===== src/rtl/dhcp_vlg_lease_tmr_if.sv =====
// DHCP lease timer bus: ACK lease fields and release from the DHCP core,
// renew/rebind/expiry requests and lease status back to the core and the
// request generator.
interface dhcp_vlg_lease_tmr_if #(
  parameter int TIME_W = 32
);
  logic              lease_val;
  logic [TIME_W-1:0] lease_time;
  logic              t1_pres;
  logic [TIME_W-1:0] t1_time;
  logic              t2_pres;
  logic [TIME_W-1:0] t2_time;
  // "release" is a reserved word in SystemVerilog, hence the prefix.
  logic              lease_release;
  logic              renew_req;
  logic              rebind_req;
  logic              expired;
  logic              bound;
  logic [1:0]        phase;
  logic [TIME_W-1:0] remaining;

  modport master (
    output lease_val, lease_time, t1_pres, t1_time, t2_pres, t2_time, lease_release,
    input  renew_req, rebind_req, expired, bound, phase, remaining
  );

  modport slave (
    input  lease_val, lease_time, t1_pres, t1_time, t2_pres, t2_time, lease_release,
    output renew_req, rebind_req, expired, bound, phase, remaining
  );
endinterface


===== src/rtl/dhcp_vlg_lease_tmr.sv =====
// DHCP client lease timer. Counts lease seconds from the core clock and
// issues renew (T1) and rebind (T2) requests with periodic retransmit,
// plus an expiry pulse when the lease runs out.
// Optional feature macro: DHCP_VLG_LEASE_INFINITE_EN -- an all-ones
// lease_time is treated as an infinite lease (no counting, no events).
module dhcp_vlg_lease_tmr #(
  parameter int REFCLK_HZ = 125000000,
  parameter int TIME_W    = 32,
  parameter int RETRY_S   = 60
) (
  input  logic                 clk,
  input  logic                 rst_n,
  dhcp_vlg_lease_tmr_if.slave  bus
);

  localparam int PW = (REFCLK_HZ > 1) ? $clog2(REFCLK_HZ) : 1;
  localparam int RW = (RETRY_S > 1) ? $clog2(RETRY_S + 1) : 1;
  localparam logic [PW-1:0] PRESC_MAX = PW'(REFCLK_HZ - 1);
  localparam logic [RW-1:0] RETRY_MAX = RW'(RETRY_S);

  typedef enum logic [1:0] {
    PH_IDLE   = 2'd0,
    PH_BOUND  = 2'd1,
    PH_RENEW  = 2'd2,
    PH_REBIND = 2'd3
  } phase_e;

  // Default T1 is half the lease.
  function automatic logic [TIME_W-1:0] dflt_t1(input logic [TIME_W-1:0] l);
    return l >> 1;
  endfunction

  // Default T2 is 7/8 of the lease, formed without widening.
  function automatic logic [TIME_W-1:0] dflt_t2(input logic [TIME_W-1:0] l);
    return l - (l >> 3);
  endfunction

  phase_e            phase_r, nxt_phase_s;
  logic [TIME_W-1:0] lease_r, t1_r, t2_r, elapsed_r;
  logic [PW-1:0]     presc_r;
  logic [RW-1:0]     retry_r;
  logic              inf_r;
  logic              renew_req_r, rebind_req_r, expired_r;

  logic [TIME_W-1:0] t1_sel_s, t2_sel_s, t1_ld_s, t2_ld_s;
  logic [TIME_W-1:0] elap_inc_s, remaining_s;
  logic [RW-1:0]     retry_inc_s;
  logic              tick_s, inf_ld_s, bound_s;
  logic              ev_renew_s, ev_rebind_s, ev_expire_s, retry_clr_s;

`ifdef DHCP_VLG_LEASE_INFINITE_EN
  assign inf_ld_s = &bus.lease_time;
`else
  assign inf_ld_s = 1'b0;
`endif

  // One-second tick: only while a finite lease is being tracked.
  assign tick_s      = (phase_r != PH_IDLE) && !inf_r && (presc_r == PRESC_MAX);
  assign elap_inc_s  = (elapsed_r == lease_r) ? elapsed_r : elapsed_r + TIME_W'(1);
  assign retry_inc_s = retry_r + RW'(1);

  // Pick T1/T2 from options, falling back to defaults when inconsistent.
  always_comb begin
    t1_sel_s = bus.t1_pres ? bus.t1_time : dflt_t1(bus.lease_time);
    t2_sel_s = bus.t2_pres ? bus.t2_time : dflt_t2(bus.lease_time);
    if ((t1_sel_s > t2_sel_s) || (t2_sel_s > bus.lease_time)) begin
      t1_ld_s = dflt_t1(bus.lease_time);
      t2_ld_s = dflt_t2(bus.lease_time);
    end else begin
      t1_ld_s = t1_sel_s;
      t2_ld_s = t2_sel_s;
    end
  end

  // Phase state register.
  always_ff @(posedge clk) begin
    if (!rst_n) begin
      phase_r <= PH_IDLE;
    end else begin
      phase_r <= nxt_phase_s;
    end
  end

  // Next phase and event decode: release, then new lease, then tick events
  // (expiry over T2 over T1 over retransmit).
  always_comb begin
    nxt_phase_s = phase_r;
    ev_renew_s  = 1'b0;
    ev_rebind_s = 1'b0;
    ev_expire_s = 1'b0;
    retry_clr_s = 1'b0;
    if (bus.lease_release) begin
      nxt_phase_s = PH_IDLE;
    end else if (bus.lease_val) begin
      if (bus.lease_time == '0) begin
        nxt_phase_s = PH_IDLE;
        ev_expire_s = 1'b1;
      end else begin
        nxt_phase_s = PH_BOUND;
      end
    end else if (tick_s) begin
      if (elap_inc_s == lease_r) begin
        nxt_phase_s = PH_IDLE;
        ev_expire_s = 1'b1;
      end else if ((elap_inc_s >= t2_r) && (phase_r != PH_REBIND)) begin
        nxt_phase_s = PH_REBIND;
        ev_rebind_s = 1'b1;
        retry_clr_s = 1'b1;
      end else if ((elap_inc_s >= t1_r) && (phase_r == PH_BOUND)) begin
        nxt_phase_s = PH_RENEW;
        ev_renew_s  = 1'b1;
        retry_clr_s = 1'b1;
      end else begin
        case (phase_r)
          PH_RENEW: begin
            if (retry_inc_s == RETRY_MAX) begin
              ev_renew_s  = 1'b1;
              retry_clr_s = 1'b1;
            end else begin
              retry_clr_s = 1'b0;
            end
          end
          PH_REBIND: begin
            if (retry_inc_s == RETRY_MAX) begin
              ev_rebind_s = 1'b1;
              retry_clr_s = 1'b1;
            end else begin
              retry_clr_s = 1'b0;
            end
          end
          default: begin
            retry_clr_s = 1'b1;
          end
        endcase
      end
    end else begin
      nxt_phase_s = phase_r;
    end
  end

  // Lease registers, counters and registered request/expiry pulses.
  always_ff @(posedge clk) begin
    if (!rst_n) begin
      lease_r      <= '0;
      t1_r         <= '0;
      t2_r         <= '0;
      elapsed_r    <= '0;
      presc_r      <= '0;
      retry_r      <= '0;
      inf_r        <= 1'b0;
      renew_req_r  <= 1'b0;
      rebind_req_r <= 1'b0;
      expired_r    <= 1'b0;
    end else begin
      renew_req_r  <= ev_renew_s;
      rebind_req_r <= ev_rebind_s;
      expired_r    <= ev_expire_s;
      if (bus.lease_release || ev_expire_s) begin
        lease_r   <= '0;
        t1_r      <= '0;
        t2_r      <= '0;
        elapsed_r <= '0;
        presc_r   <= '0;
        retry_r   <= '0;
        inf_r     <= 1'b0;
      end else if (bus.lease_val) begin
        lease_r   <= bus.lease_time;
        t1_r      <= t1_ld_s;
        t2_r      <= t2_ld_s;
        elapsed_r <= '0;
        presc_r   <= '0;
        retry_r   <= '0;
        inf_r     <= inf_ld_s;
      end else if (tick_s) begin
        presc_r   <= '0;
        elapsed_r <= elap_inc_s;
        retry_r   <= retry_clr_s ? '0 : retry_inc_s;
      end else if ((phase_r != PH_IDLE) && !inf_r) begin
        presc_r <= presc_r + PW'(1);
      end else begin
        presc_r <= presc_r;
      end
    end
  end

  // Lease status derived from registered state.
  always_comb begin
    bound_s = (phase_r != PH_IDLE);
    if (phase_r == PH_IDLE) begin
      remaining_s = '0;
    end else if (inf_r) begin
      remaining_s = '1;
    end else begin
      remaining_s = lease_r - elapsed_r;
    end
  end

  assign bus.renew_req  = renew_req_r;
  assign bus.rebind_req = rebind_req_r;
  assign bus.expired    = expired_r;
  assign bus.bound      = bound_s;
  assign bus.phase      = phase_r;
  assign bus.remaining  = remaining_s;

endmodule


===== src/flat_wrapper.sv =====
// flat-port wrapper written by rule: the top's interface ports become plain ports
module dhcp_vlg_lease_tmr_flat 
#(
  parameter int REFCLK_HZ = 125000000,
  parameter int TIME_W    = 32,
  parameter int RETRY_S   = 60
)
  (clk, rst_n, bus_lease_val, bus_lease_time, bus_t1_pres, bus_t1_time, bus_t2_pres, bus_t2_time, bus_lease_release, bus_renew_req, bus_rebind_req, bus_expired, bus_bound, bus_phase, bus_remaining);
  dhcp_vlg_lease_tmr_if #(.TIME_W(TIME_W)) bus_i ();
  input  logic clk;
  input  logic rst_n;
  input wire logic [$bits(bus_i.lease_val)-1:0] bus_lease_val;
  input wire logic [$bits(bus_i.lease_time)-1:0] bus_lease_time;
  input wire logic [$bits(bus_i.t1_pres)-1:0] bus_t1_pres;
  input wire logic [$bits(bus_i.t1_time)-1:0] bus_t1_time;
  input wire logic [$bits(bus_i.t2_pres)-1:0] bus_t2_pres;
  input wire logic [$bits(bus_i.t2_time)-1:0] bus_t2_time;
  input wire logic [$bits(bus_i.lease_release)-1:0] bus_lease_release;
  output wire logic [$bits(bus_i.renew_req)-1:0] bus_renew_req;
  output wire logic [$bits(bus_i.rebind_req)-1:0] bus_rebind_req;
  output wire logic [$bits(bus_i.expired)-1:0] bus_expired;
  output wire logic [$bits(bus_i.bound)-1:0] bus_bound;
  output wire logic [$bits(bus_i.phase)-1:0] bus_phase;
  output wire logic [$bits(bus_i.remaining)-1:0] bus_remaining;
  assign bus_i.lease_val = bus_lease_val;
  assign bus_i.lease_time = bus_lease_time;
  assign bus_i.t1_pres = bus_t1_pres;
  assign bus_i.t1_time = bus_t1_time;
  assign bus_i.t2_pres = bus_t2_pres;
  assign bus_i.t2_time = bus_t2_time;
  assign bus_i.lease_release = bus_lease_release;
  assign bus_renew_req = bus_i.renew_req;
  assign bus_rebind_req = bus_i.rebind_req;
  assign bus_expired = bus_i.expired;
  assign bus_bound = bus_i.bound;
  assign bus_phase = bus_i.phase;
  assign bus_remaining = bus_i.remaining;
  dhcp_vlg_lease_tmr #(.REFCLK_HZ(REFCLK_HZ), .TIME_W(TIME_W), .RETRY_S(RETRY_S)) u_core (.clk(clk), .rst_n(rst_n), .bus(bus_i));
endmodule

===== config.mk =====
export PLATFORM = sky130hd
export DESIGN_NAME = dhcp_vlg_lease_tmr_flat
export DESIGN_NICKNAME = d
export VERILOG_FILES = /design/src/rtl/dhcp_vlg_lease_tmr_if.sv /design/src/rtl/dhcp_vlg_lease_tmr.sv /design/src/flat_wrapper.sv
export SDC_FILE = /design/constraint.sdc
export NUM_CORES = 1
export LEC_CHECK = 0
export ABC_AREA = 1
export BUFFER_PORTS_ARGS = -buffer_cell sky130_fd_sc_hd__buf_2
export CELL_PAD_IN_SITES_DETAIL_PLACEMENT = 0
export CELL_PAD_IN_SITES_GLOBAL_PLACEMENT = 2
export CORE_MARGIN = 10
export CORE_UTILIZATION = 36
export DETAILED_ROUTE_END_ITERATION = 12
export HOLD_SLACK_MARGIN = 0.06
export PLACE_DENSITY_LB_ADDON = 0.1
export SYNTH_ARGS = -nofsm -noshare
export SYNTH_HDL_FRONTEND = slang
export SYNTH_SLANG_ARGS = --single-unit

===== constraint.sdc =====
create_clock -name clk -period 12 [get_ports clk]
set_clock_uncertainty 0.15 [all_clocks]
set_input_delay 1.2 -clock clk [delete_from_list [all_inputs] [get_ports clk]]
set_output_delay 1.2 -clock clk [all_outputs]
set_load 0.01 [all_outputs]

== After elaboration in Yosys (flattened, before gate mapping) ==
Index checks and enable logic that the tools add are counted.

* Register bits: 166
* Output and inout bits: 38
* Logic and storage cells: 78

* $add $sub $neg: 5
* Magnitude comparators: 4
* Eq/ne operators: 8
* Mux-type cells: 31
* Bitwise operators: 2
* Reductions and logical operators: 18

{| class="wikitable"
|+ Operators by type and width
! cell !! number
|-
| 32-bit two-way mux || 6
|-
| 32-bit equality test || 2
|-
| 32-bit >= comparator || 2
|-
| 32-bit greater-than comparator || 2
|-
| 32-bit by 1-bit adder with 32-bit output, second input constant || 1
|-
| 32-bit logical NOT || 1
|-
| 32-bit by 29-bit subtractor with 32-bit output || 1
|-
| 32-bit subtractor || 1
|-
| 27-bit by 1-bit adder with 27-bit output, second input constant || 1
|-
| 27-bit equality test, second input constant || 1
|-
| 1-bit two-way mux || 19
|-
| 2-bit two-way mux || 5
|-
| 6-bit by 1-bit adder with 6-bit output, second input constant || 1
|-
| 6-bit equality test, second input constant || 1
|-
| 6-bit two-way mux || 1
|-
| 2-bit OR reduction || 3
|-
| 6-bit OR reduction || 1
|-
| 5-bit OR reduction || 1
|-
| 2-bit equality test, second input constant || 2
|-
| 2-bit nonzero test || 2
|-
| 4-bit nonzero test || 1
|-
| 4-bit OR reduction || 1
|-
| 1-bit logical AND || 3
|-
| 3-bit OR reduction || 1
|-
| 6 further kinds || 8
|}

== Longest topological paths before layout ==
* Word-level depth: 11
* Gate-level depth with buffers: 33

== Worst setup path before layout ==
No wires, ideal clock.

* Kind: input to register
* Start point: input port bus_lease_time[0]
* End point: register u_core.t2_r[22]
* Arrival time: 5159 ps
* Required time: 11729 ps
* Path slack: 6569 ps
* Stages: 33
* Path buffers: 2
* Cells stage by stage: inv_1 > ha_1 > inv_1 > fa_1 > nand2_1 > nand2_1 > o21ai_0 > o21ai_0 > nand2_1 > nand2_1 > a21o_1 > nand2_1 > nand2_1 > nand2_1 > nand2_1 > o21ai_0 > inv_1 > ha_1 > nand2_1 > inv_1 > nand3_1 > nor4_1 > inv_1 > nor4_1 > nand2_1 > nand2_1 > nand2_1 > nand2_1 > clkbuf_1 > clkbuf_1 > nand2_1 > o211ai_1 > a21oi_2

* Word-level cells in the longest chain between the ends: 6
* Elaborated cells on any way between the ends: 12
* Classes of those cells: 1 x add/sub; 2 x order compare; 5 x mux; 4 x reduce/logical

{| class="wikitable"
|+ RTL lines
! item !! RTL line !! text
|-
| from (decl) || flat_wrapper.sv:13 || <nowiki>input wire logic [$bits(bus_i.lease_time)-1:0] bus_lease_time;</nowiki>
|-
| parallel branches: the longest is 6 deep, another holds 32-bit by 29-bit subtractor with 32-bit output || -- ||
|-
| to (signal assigned) || dhcp_vlg_lease_tmr.sv:169 || <nowiki>t2_r <= t2_ld_s;</nowiki>
|-
| to (decl) || dhcp_vlg_lease_tmr.sv:39 || <nowiki>logic [TIME_W-1:0] lease_r, t1_r, t2_r, elapsed_r;</nowiki>
|}

Parallel ways; which one is timed is not known.
A chain may end at the register's enable or synchronous reset.

== Final worst setup path ==
* Start point: input port bus_lease_time[15]
* End point: register u_core.t2_r[20]

The elaborated chain is that of the path after synthesis.

==> flow_summary.ini <==
[logic_synthesis]
synth_edf_count = 0
synth-seq-cells = 166
synth_top_area_share_pct = 19.96
synth_top_flop_cell = dfxtp_1
synth_nets = 3032
ys_seq_area_share_pct = 19.96
postSynth.asyncResetShare_pct = 0
netlist.top_cell.by_area = dfxtp_1
yosys-top-cells-area = dfxtp_1 (20%), nand2_1 (16%), ha_1 (14%)
postSynthCellCount = 2736
syn-cell-area_sq_um = 16650
ys_types = 48
ys_warn_count = 0
syn_avg_cell_area_sq_um = 6.086

[critical_path]
rr_worst_depth = 22
setup.worst_path.end_class = flip-flop
path_class = primary input to flip-flop
cp-endpoint = u_core.t2_r[20]$_SDFFE_PP0P_
reg2reg_slack_ns = 5.98
crit_start = bus_lease_time[15]
timing.critical_path.mode_cell = nand2_1
cp_slowest_stage_delay_ns = 0.57
critPathArrivalTime_ns = 6.70
r2r-end = u_core.retry_r[5]$_SDFFE_PP0P_
start_kind = primary input
cp_max_fo = 60
rr_startpoint = u_core.elapsed_r[28]$_SDFFE_PP0P_
cp.required_ns = 12.24
slowest_stage = buf_4

[global_route]
overflow = 0
grt_pass1_wl_um = 95710
antenna_found_initial = 0
grt_start_max_net_pins = 84
track_usage_pct = 21.52
first_global_vias = 17020

[cts]
clockBufferDepth = 2
postCtsSetupBuffers = 0
h-tree-depth = 4
cts_hold_buf = 0
numCtsBuffers = 17
cts_tree = done
cts_sinks = 166
insertion_delay_ns = 0.45
clk_pin_slew_ns = 0.07
cts_resized = 0
clock-root-buffer = clkbuf_16

[placement]
place.gp.congestion = 0.9278
dp_hpwl_um = 50130
portBuffers = 139

[finish]
fin_util_pct = 40.35
n_antenna_cell = 0
register_area_sq_um = 3323
fin_nets = 3122
multi_input_area_sq_um = 11510
area_delta_synth_final_pct = 10.44
fillCellCount = 5039
drive_above_1_share_pct = 8.034

[timing]
max_slew_margin_pct = 26.91
max_freq_ghz = 0.1547
min_period_ns = 6.466
hold_viol = 0
max_slew.worst_pin.slew_ns = 1.086
finalSetupViolations = 0
rsz0062_at_grt = false
finalCritPeriodShare_pct = 53.88
tns_ns = 0
slew_viol_final = 0

[die]
dieArea_sq_um = 55260
core_sq_um = 45580
pin_count = 140
rows = 78
die_w_um = 235.1
die_h_um = 235.1
initial_core_util_pct = 36.53

[worst_hold_path]
hold_class = flip-flop to flip-flop

[power_and_ir_drop]
vdd_drop_max_mv = 0.09916
powerDensity_nw_per_um2 = 100.9
leakage_nw = 8.845

[flow_run]
cap_violations = 0

[detailed_routing]
routed_via_density = 5.188
wl_per_cell_um = 18.00
drc = 0
dr.pass1.iters = 6
drtIter0Drc = 1143
vias = 17840
drt-total-wl_um = 61880
ant_nets = 0

[status]
status = finished clean
## layout make-up
| class | instances | area share (%) |
|---|---|---|
| inverters | 383 | 7.817 |
| multi-input cells | 2107 | 62.59 |
| repair buffers | 151 | 4.273 |
| clock inverters | 10 | 0.6668 |
| flip-flops and latches | 166 | 18.07 |
| clock buffers | 21 | 2.504 |
| well taps | 600 | 4.082 |
## through the flow
stage	total power [mW]	std cells	hold WS [ns]	setup WS, ns	cell area [sq um]
global route	1.984	3438	0.3318	4.951	18390
CTS	1.870	3438	0.3188	5.544	18390
global placement	1.293	3407	0.3019	5.007	17810
floorplan	1.087	2736	0.2936	6.569	16650
detailed placement	1.300	3407	0.3075	5.089	17810
finish	1.855	3438	0.3150	5.534	18390
## critical path: cells and delay by family
kind / cells / cell delay (ns)
AO/OA/AOI/OAI: 5 / 0.72
adder cells (fa/ha/maj): 2 / 0.76
buffers and inverters: 7 / 1.44
AND/OR/NAND/NOR: 15 / 2.52
## metal layers
metal | share of wire, % | global-route usage, %
met1 | 49 | 29.60
met2 | 45 | 34.65
met3 | 4.0 | 2.297
met4 | 2.2 | 6.413
met5 | 0 | 0
## report_power, final
group	internal (mW)	leakage, nW	switching (mW)	total (mW)
clock	0.318	0.276	0.247	0.565
sequential	0.569	1.35	0.0156	0.584
combinational	0.233	7.22	0.474	0.706
total	1.12	8.84	0.736	1.85
## synthesized netlist by cell type (2+ instances only)
| library cell | count |
|---|---|
| nand2_1 | 696 |
| a21boi_0 | 6 |
| clkbuf_1 | 54 |
| o21bai_1 | 2 |
| nand3b_1 | 11 |
| buf_1 | 3 |
| or2_2 | 8 |
| nand2_2 | 5 |
| dfxtp_1 | 166 |
| nand3_2 | 2 |
| inv_2 | 5 |
| a21o_1 | 8 |
| inv_1 | 377 |
| buf_4 | 6 |
| nor3b_1 | 3 |
| a31oi_1 | 8 |
| o21ai_0 | 204 |
| nor2_1 | 304 |
| nor2_2 | 6 |
| nor2_4 | 2 |
| nand3_1 | 109 |
| xor2_1 | 41 |
| o31ai_1 | 6 |
| fa_1 | 2 |
| a21oi_1 | 287 |
| buf_6 | 7 |
| o21a_1 | 20 |
| nor3_1 | 26 |
| buf_2 | 10 |
| ha_1 | 192 |
| o221ai_1 | 7 |
| nand2_4 | 2 |
| a21oi_2 | 10 |
| nor4_1 | 21 |
| o211ai_1 | 21 |
| nand4_1 | 68 |
| xnor2_1 | 20 |
## registers in the layout, summed over array words and instances (netlist names)
signal,flops
u_core.retry_r,6
u_core.bus.expired,1
u_core.bus.phase,2
u_core.t2_r,32
u_core.presc_r,27
u_core.bus.rebind_req,1
u_core.bus.renew_req,1
u_core.elapsed_r,32
u_core.lease_r,32
u_core.t1_r,32
## worst min-delay path by stage
| stage | from | endpoint | slack [ns] | depth (start not counted) |
|---|---|---|---|---|
| 2_1_floorplan | u_core.presc_r[26]$_SDFFE_PP0N_ | u_core.presc_r[26]$_SDFFE_PP0N_ | 0.29 | 2 |
| 3_3_place_gp | u_core.presc_r[26]$_SDFFE_PP0N_ | u_core.presc_r[26]$_SDFFE_PP0N_ | 0.30 | 2 |
| 3_5_place_dp | u_core.t1_r[29]$_SDFFE_PP0P_ | u_core.t1_r[29]$_SDFFE_PP0P_ | 0.31 | 2 |
| 4_1_cts | u_core.t1_r[29]$_SDFFE_PP0P_ | u_core.t1_r[29]$_SDFFE_PP0P_ | 0.32 | 2 |
| 5_1_grt | u_core.t2_r[1]$_SDFFE_PP0P_ | u_core.t2_r[1]$_SDFFE_PP0P_ | 0.33 | 2 |
| 6_report | u_core.t2_r[4]$_SDFFE_PP0P_ | u_core.t2_r[4]$_SDFFE_PP0P_ | 0.32 | 2 |
## cells by family (layout without fill, tap and decap cells)
kind of cell    count (synthesis)  count (layout)  share of synthesized area [%]
flops                         166             166                          19.96
fa+ha+maj                     194             194                          14.67
compound gates                583             583                          19.00
simple gates                 1268            1268                          32.07
xor+xnor                       62              62                          3.344
buf+inv                       463             565                          10.96
## cell usage in the layout, fill, tap and decap left out, types with 3 or more instances in the layout
cell / netlist / final
nor4_1: 21 / 21
a21oi_2: 10 / 10
nand3_2: 2 / 3
nor3_1: 26 / 26
xor2_1: 41 / 41
o221ai_1: 7 / 7
dfxtp_1: 166 / 166
a21boi_0: 6 / 6
o21a_1: 20 / 20
o211ai_1: 21 / 21
xnor2_1: 20 / 20
nor2_1: 304 / 304
ha_1: 192 / 192
or2_2: 8 / 8
nand2_1: 696 / 695
inv_1: 377 / 377
nor2_2: 6 / 6
nand3_1: 109 / 108
a31oi_1: 8 / 8
nand4_1: 68 / 68
nor3b_1: 3 / 3
clkbuf_16: 0 / 17
a21o_1: 8 / 8
nand3b_1: 11 / 11
o31ai_1: 6 / 6
nand2_2: 5 / 6
buf_4: 6 / 12
inv_2: 5 / 6
o21ai_0: 204 / 204
clkinvlp_4: 0 / 3
buf_2: 10 / 139
a21oi_1: 287 / 287
(Power assumes the default switching activity.)
